--- config.mk ---
export PLATFORM = sky130hd
export DESIGN_NAME = seg_scan_ctrl
export DESIGN_NICKNAME = d
export VERILOG_FILES = /design/src/rtl/seg_scan_ctrl.sv
export SDC_FILE = /design/constraint.sdc
export NUM_CORES = 1
export LEC_CHECK = 0
export CELL_PAD_IN_SITES_DETAIL_PLACEMENT = 0
export CELL_PAD_IN_SITES_GLOBAL_PLACEMENT = 1
export CORE_AREA = 2 2 71 73
export CTS_BUF_LIST = sky130_fd_sc_hd__clkbuf_4
export DETAILED_ROUTE_END_ITERATION = 7
export DIE_AREA = 0 0 73 75
export HOLD_SLACK_MARGIN = 0.02
export PLACE_DENSITY = 0.81
export SKIP_CTS_REPAIR_TIMING = 1
export SYNTH_ARGS = -nofsm -noshare
export SYNTH_HDL_FRONTEND = slang
export SYNTH_SLANG_ARGS = --single-unit
--- constraint.sdc ---
create_clock -name clk -period 2.11 [get_ports clk]
set_input_delay 0.211 -clock clk [delete_from_list [all_inputs] [get_ports clk]]
set_output_delay 0.211 -clock clk [all_outputs]
set_load 0.02 [all_outputs]
--- src/rtl/seg_scan_ctrl.sv ---
// seg_scan_ctrl: time-multiplexed scan controller for a 4-digit seven-segment
// display. Rotates through the digits at CLK_DIV cycles per slot, blanking
// the anodes for BLANK_CYC cycles at the start of each slot. All outputs are
// registered and reflect the phase, digit and inputs of the previous cycle.
module seg_scan_ctrl #(
   parameter int CLK_DIV   = 50000,
   parameter int BLANK_CYC = 16
) (
   input  logic       clk,
   input  logic       rst_n,
   input  logic       en,
   input  logic [3:0] digit_mask,
   input  logic [6:0] seg0,
   input  logic [6:0] seg1,
   input  logic [6:0] seg2,
   input  logic [6:0] seg3,
   output logic [6:0] seg_out,
   output logic [3:0] anode_n,
   output logic [1:0] sel,
   output logic       slot_tick
);

   localparam int W = $clog2(CLK_DIV);
   localparam logic [W-1:0] DIV_LAST = W'(CLK_DIV - 1);

   typedef enum logic [1:0] {
      IDLE  = 2'd0,
      BLANK = 2'd1,
      SHOW  = 2'd2
   } phase_t;

   phase_t       phase_reg, phase_next;
   logic [W-1:0] div_reg, div_next;
   logic [1:0]   sel_reg, sel_next;
   logic [6:0]   seg_reg, seg_next;
   logic [3:0]   anode_reg, anode_next;
   logic         tick_reg, tick_next;

   logic [6:0]   seg_arr [4];
   logic [3:0]   digit_hot;

   assign seg_arr[0] = seg0;
   assign seg_arr[1] = seg1;
   assign seg_arr[2] = seg2;
   assign seg_arr[3] = seg3;

   // One-hot decode of the current digit; inverted it becomes the anode drive,
   // so at most one anode can ever be low.
   generate
      for (genvar gi = 0; gi < 4; gi++) begin : g_hot
         assign digit_hot[gi] = (sel_reg == 2'(gi));
      end
   endgenerate

   // Next-state and next-output logic for the scan sequencer.
   always_comb begin
      phase_next = phase_reg;
      div_next   = div_reg;
      sel_next   = sel_reg;
      tick_next  = 1'b0;
      seg_next   = 7'h00;
      anode_next = 4'b1111;

      if (!en) begin
         // Park at digit 0 and stay dark until enabled again.
         phase_next = IDLE;
         div_next   = '0;
         sel_next   = 2'd0;
      end else begin
         if (phase_reg == IDLE) begin
            // Leaving IDLE counts as the start of slot 0.
            div_next  = '0;
            sel_next  = 2'd0;
            tick_next = 1'b1;
         end else if (div_reg == DIV_LAST) begin
            div_next  = '0;
            sel_next  = 2'(sel_reg + 2'd1);
            tick_next = 1'b1;
         end else begin
            div_next  = W'(div_reg + 1'b1);
         end

         phase_next = (int'(div_next) < BLANK_CYC) ? BLANK : SHOW;

         // Masked digits keep their slot but stay dark.
         if (phase_reg == SHOW && digit_mask[sel_reg]) begin
            seg_next   = seg_arr[sel_reg];
            anode_next = ~digit_hot;
         end
      end
   end

   // State and output registers with synchronous active-low reset.
   always_ff @(posedge clk) begin
      if (!rst_n) begin
         phase_reg <= IDLE;
         div_reg   <= '0;
         sel_reg   <= 2'd0;
         seg_reg   <= 7'h00;
         anode_reg <= 4'b1111;
         tick_reg  <= 1'b0;
      end else begin
         phase_reg <= phase_next;
         div_reg   <= div_next;
         sel_reg   <= sel_next;
         seg_reg   <= seg_next;
         anode_reg <= anode_next;
         tick_reg  <= tick_next;
      end
   end

   assign seg_out   = seg_reg;
   assign anode_n   = anode_reg;
   assign sel       = sel_reg;
   assign slot_tick = tick_reg;

endmodule
Word level (Yosys, flattened, before mapping)

Cells that the tools add are included.

Output and inout port bits: 14
Flip-flop bits (word level): 32
Input port bits: 35
Word-level logic and storage cells: 37

Magnitude comparators: 3
Reductions and logical operators: 6
Bitwise operators: 4
Equality and inequality tests: 5
Multiplexer cells: 11
Add/sub/neg operators: 2

Operator list:

| cell                                                                           | count |
|---|---|
| 16-bit two-way mux                                                             | 3 |
| 16-bit by 1-bit adder with 16-bit output (second input constant)               | 1 |
| 16-bit == test (second input constant)                                         | 1 |
| 16-bit by 5-bit less-than comparator with 1-bit output (second input constant) | 1 |
| 7-bit binary-select mux with 2-bit select                                      | 1 |
| 7-bit two-way mux                                                              | 2 |
| 2-bit == test (second input constant)                                          | 3 |
| 2-bit zero test                                                                | 2 |
| 4-bit inverter                                                                 | 1 |
| 3-bit >= comparator (second input constant)                                    | 1 |
| 2-bit by 3-bit less-than comparator with 1-bit output (second input constant)  | 1 |
| 1-bit two-way mux                                                              | 3 |
| 2-bit inverter with 3-bit output                                               | 1 |
| 3-bit AND reduction                                                            | 1 |
| 3-bit OR reduction                                                             | 1 |
| 2-bit by 1-bit adder with 2-bit output (second input constant)                 | 1 |
| 1-bit binary-select mux with 2-bit select                                      | 1 |
| 2-bit by 1-bit == test with 1-bit output (second input constant)               | 1 |
| 2-bit two-way mux                                                              | 1 |
| 1-bit inverter                                                                 | 2 |
| 2-bit AND reduction                                                            | 1 |
| 1-bit logical AND                                                              | 1 |

Depth between registers and ports, before layout

Depth in word-level cells: 6
Mapped depth: 7
Gate-level depth less buffers: 6

Least setup slack after synthesis

OpenSTA, ideal clock, no wires.

Kind: register to register
Start point: register sel_reg[0], in the netlist sel[0]
End point: register seg_reg[0], in the netlist seg_out[0]
Path buffers: 2
Slack: 0.259 ns
Setup time: 0.115 ns
Cell stages (with the launch flop): 6
Arrival time: 1.736 ns
Required time: 1.995 ns
Path through: dfxtp_1 -> buf_2 -> mux4_2 -> and4b_1 -> buf_2 -> and2_1

Longest elaborated chain between the ends: 4
Elaborated cells on any way between the ends: 8

Ends and longest elaborated chain:

| item                                                                                                        | RTL line | RTL |
|---|---|---|
| start: declaration                                                                                          | 34       | `logic [1:0] sel_reg, sel_next;` |
| start signal: assignment                                                                                    | 105      | `sel_reg <= sel_next;` |
| 1-bit binary-select mux with 2-bit select / 2-bit inverter with 3-bit output (equally long branches)        | 86, 87   |  |
| 1-bit two-way mux (implied by the code) / 7-bit binary-select mux with 2-bit select (equally long branches) | 86, 87   |  |
| 1-bit logical AND / 7-bit two-way mux (equally long branches)                                               | 86, 87   |  |
| 3-bit AND reduction (no source line) / 7-bit two-way mux (equally long branches)                            | --       |  |
| end signal: assignment                                                                                      | 106      | `seg_reg <= seg_next;` |
| end: declaration                                                                                            | 35       | `logic [6:0] seg_reg, seg_next;` |

Several ways; a longest one is shown, not always the timed one. The select of a mux whose other input is x is not followed.
A chain may end at the register's enable or synchronous reset.

Worst setup path in the final report

Start point: register div_reg[0]
End point: register phase_reg[0]

Longest elaborated chain between the ends: 6
Elaborated cells on any way between the ends: 7

Ends and longest elaborated chain:

| item                                                                              | RTL line | RTL |
|---|---|---|
| start: declaration                                                                | 33       | `logic [W-1:0] div_reg, div_next;` |
| start signal: assignment                                                          | 104      | `div_reg <= div_next;` |
| 16-bit by 1-bit adder with 16-bit output / 16-bit == test (equally long branches) | 80, 75   |  |
| 16-bit two-way mux *                                                              | 75       | `end else if (div_reg == DIV_LAST) begin` |
| 16-bit two-way mux *                                                              | 70       | `if (phase_reg == IDLE) begin` |
| 16-bit two-way mux *                                                              | 64       | `if (!en) begin` |
| 16-bit by 5-bit less-than comparator with 1-bit output *                          | 83       | `phase_next = (int'(div_next) < BLANK_CYC) ? BLANK : SHOW;` |
| 2-bit two-way mux *                                                               | 83       |  |
| end signal: assignment                                                            | 103      | `phase_reg <= phase_next;` |
| end: declaration                                                                  | 32       | `phase_t phase_reg, phase_next;` |

Mark *: on every way between the ends. The rest lies on a longest branch, timed or not. The select of a mux whose other input is x is not followed.

==> impl_metrics.tcl <==
set metrics [dict create \
    critPathTopFamily "simple AND/OR/NAND/NOR gates" \
    crit_chain "ha_1, nand4_1, nor3_2, mux2i_1, nor4_2, a31o_1" \
    hp-class "flip-flop to flip-flop" \
    r2r-end "phase_reg[0]$_SDFF_PN0_" \
    endpoint_kind "flip-flop" \
    hold_depth 1 \
    final_area_sq_mm 0.002241 \
    synth_ff_type "dfxtp_1" \
    criticalPathCategory "flip-flop to flip-flop" \
    min_to "div_reg[0]$_SDFF_PP0_" \
    fin_setup_tns_ns 0 \
    hpwlAfterDp_um 2793 \
    slew_violations 0 \
    grt_start_max_net_pins 12 \
    cap_violations 0 \
    yosysWarnings 0 \
    ff2ff_path_depth 6 \
    grt_pass1_vias 1145 \
    ir_drop_uv 243.2 \
    maxSlewHeadroom_pct 74.76 \
    clock_sinks 32 \
    hold_ws_ns 0.5474 \
    power.density_mw_per_mm2 523.9 \
    ys_types 36 \
    clkTransAtPathRegs_ns 0.11 \
    dieHeight_um 75 \
    critPathMaxStageDelay_ns 0.48 \
    postRouteAntennaNets 0 \
    crit_start "div_reg[0]$_SDFF_PP0_" \
    final.min_clock_period_ns 1.852 \
    avgSynthCellArea_sq_um 10.08 \
    rsz0062_at_grt "false" \
    async_reset_ff_share_pct 0 \
    viasPerCell 4.824 \
    hold_violations 0 \
    gp_congestion 0.8332 \
    drt_pass1_iterations 4 \
    grt-ovfl-total 0 \
    synth_edf_count 0 \
    ioPinCount 49 \
    synth_nets 203 \
    antenna_found_initial 0 \
    status "complete, no violations" \
    power.total_w 0.001174 \
    htree_num_levels 2 \
    cp_num_buf_inv 0 \
    start_kind "flip-flop" \
    cts-root-buf "clkbuf_4" \
    reg2reg_from "div_reg[0]$_SDFF_PP0_" \
    drc_errors 0 \
    clk_latency_ns 0.35 \
    cts_buffers 5 \
    cp_max_fo 8 \
    nets 253 \
    ys_seq_elements 32 \
    max_freq_mhz 540.1 \
    area_growth_pct 37.24 \
    grt_usage_pct 13.91 \
    start_util_pct 35.03 \
    arrival_ns 2.15 \
    register_area_sq_um 640.6 \
    instances_no_fill 267 \
    r2r_slack_ns 0.26 \
    synth_area_sq_mm 0.001633 \
    yosysSeqAreaShare_pct 39.23 \
    crit_path_top_delay_cell "dfxtp_1" \
    n_fill_cell 435 \
    drt_iter0_markers 47 \
    grt_pass1_wl_um 5637 \
    dpl.cell_count 259 \
    largest_reg_flops 16 \
    wirelength_um 3585 \
    diodes 0 \
    setup_viol 0 \
    p_leak_nw 0.8183 \
    vias 1288 \
    netlist_instances 162 \
    drive_above_1_share_pct 13.15 \
    period_share_pct 87.76 \
    worst_pin_slew_ns 0.3751 \
    die_x_um 73 \
    core_region_area_sq_mm 0.004661 \
    min-delay-start "div_reg[0]$_SDFF_PP0_" \
    dieArea_sq_mm 0.005475 \
    clk_path_buf_depth 2 \
    cts_tree "done" \
    routedWlPerCell_um 13.43 \
    std_cell_rows 25 \
    finClkSkew_ns 0.007090 \
    port_buffers 48 \
    multiInputGateArea_sq_um 919.6 \
    postPlaceCellArea_sq_mm 0.002161 \
    critPathRequiredTime_ns 2.41 \
]
[report_power, final]
group / total (W) / leakage [nW] / internal, W / switching [W]
logic: 0.0000904 / 0.519 / 0.0000717 / 0.0000187
clock network: 0.000474 / 0.0412 / 0.000247 / 0.000227
registers: 0.000610 / 0.258 / 0.000607 / 0.00000260
[per-stage QoR]
stage / utilization, % / setup slack [ns]
global placement: 46.36 / 0.3571
CTS: 48.08 / 0.2397
detailed placement: 46.36 / 0.2772
floorplan: - / 0.2587
finish: 48.08 / 0.2584
global route: 48.08 / 0.04851
[per-layer routing]
| layer | wire length, um | global-route usage, % |
|---|---|---|
| met5 | 0 | 0 |
| met4 | 85 | 7.407 |
| met3 | 110 | 3.614 |
| met2 | 1797 | 20.42 |
| met1 | 1592 | 18.81 |
[worst register-to-register path, delay by kind of cell (launching register included)]
kind,cells,cell delay [ns]
AO/OA/AOI/OAI,1,0.18
adder cells (fa/ha/maj),1,0.35
flip-flops,1,0.48
multiplexers,1,0.13
AND/OR/NAND/NOR,3,0.67
[final cells by class]
type                    instances  share of cell area, %
inverters                       4                 0.6700
well taps                      54                  3.015
flip-flops and latches         32                  28.59
clock buffers                   5                  1.675
multi-input cells             116                  41.04
clock inverters                 3                  1.898
repair buffers                 53                  23.12
[cell usage in the layout, fill, tap and decap left out, types with 2 or more instances in the layout]
cell             instances
clkdlybuf4s50_1         48
dfxtp_1                 32
nor2_1                  19
nand2_1                 11
and2_1                   9
xnor2_1                  9
xor2_1                   9
mux4_2                   8
nand4_1                  7
ha_1                     6
nor3_1                   5
clkbuf_4                 5
buf_4                    5
inv_1                    4
nor4_1                   4
nand3_1                  4
nor2b_1                  4
mux2i_1                  3
and3_1                   2
a31oi_1                  2
[synthesized netlist by cell type, types with 2 or more instances]
| library cell | count | area [sq um] |
|---|---|---|
| clkbuf_1 | 3 | 11.26 |
| inv_1 | 4 | 15.01 |
| nand3_1 | 4 | 20.02 |
| nor2b_1 | 4 | 25.02 |
| ha_1 | 6 | 75.07 |
| and2_1 | 9 | 56.30 |
| nor3_1 | 5 | 25.02 |
| nand4_1 | 7 | 43.79 |
| nand2_1 | 11 | 41.29 |
| mux2i_1 | 3 | 30.03 |
| dfxtp_1 | 32 | 640.6 |
| xnor2_1 | 9 | 78.83 |
| buf_2 | 3 | 15.01 |
| and3_1 | 2 | 12.51 |
| buf_4 | 2 | 15.01 |
| nor4_1 | 4 | 25.02 |
| a31oi_1 | 2 | 12.51 |
| nor2_1 | 19 | 71.32 |
| mux4_2 | 8 | 180.2 |
| xor2_1 | 9 | 78.83 |
[worst max-delay path by stage]
stage                               to  slack, ns  depth (start not counted)
2_1_floorplan    seg_out[0]$_SDFF_PN0_       0.26                          5
5_1_grt        phase_reg[0]$_SDFF_PN0_       0.05                          6
6_report       phase_reg[0]$_SDFF_PN0_       0.26                          6
4_1_cts        phase_reg[0]$_SDFF_PN0_       0.24                          6
3_5_place_dp   phase_reg[0]$_SDFF_PN0_       0.28                          6
3_3_place_gp   phase_reg[0]$_SDFF_PN0_       0.36                          6
[cell families after synthesis]
kind of cell    count (synthesis)  synth area share [%]
compound gates                  7                 2.989
xor+xnor                       18                 9.656
fa+ha+maj                       6                 4.598
buf+inv                        14                 4.443
flops                          32                 39.23
mux                            11                 12.87
simple gates                   74                 26.21
No activity file was read; power rests on OpenSTA's default activity.
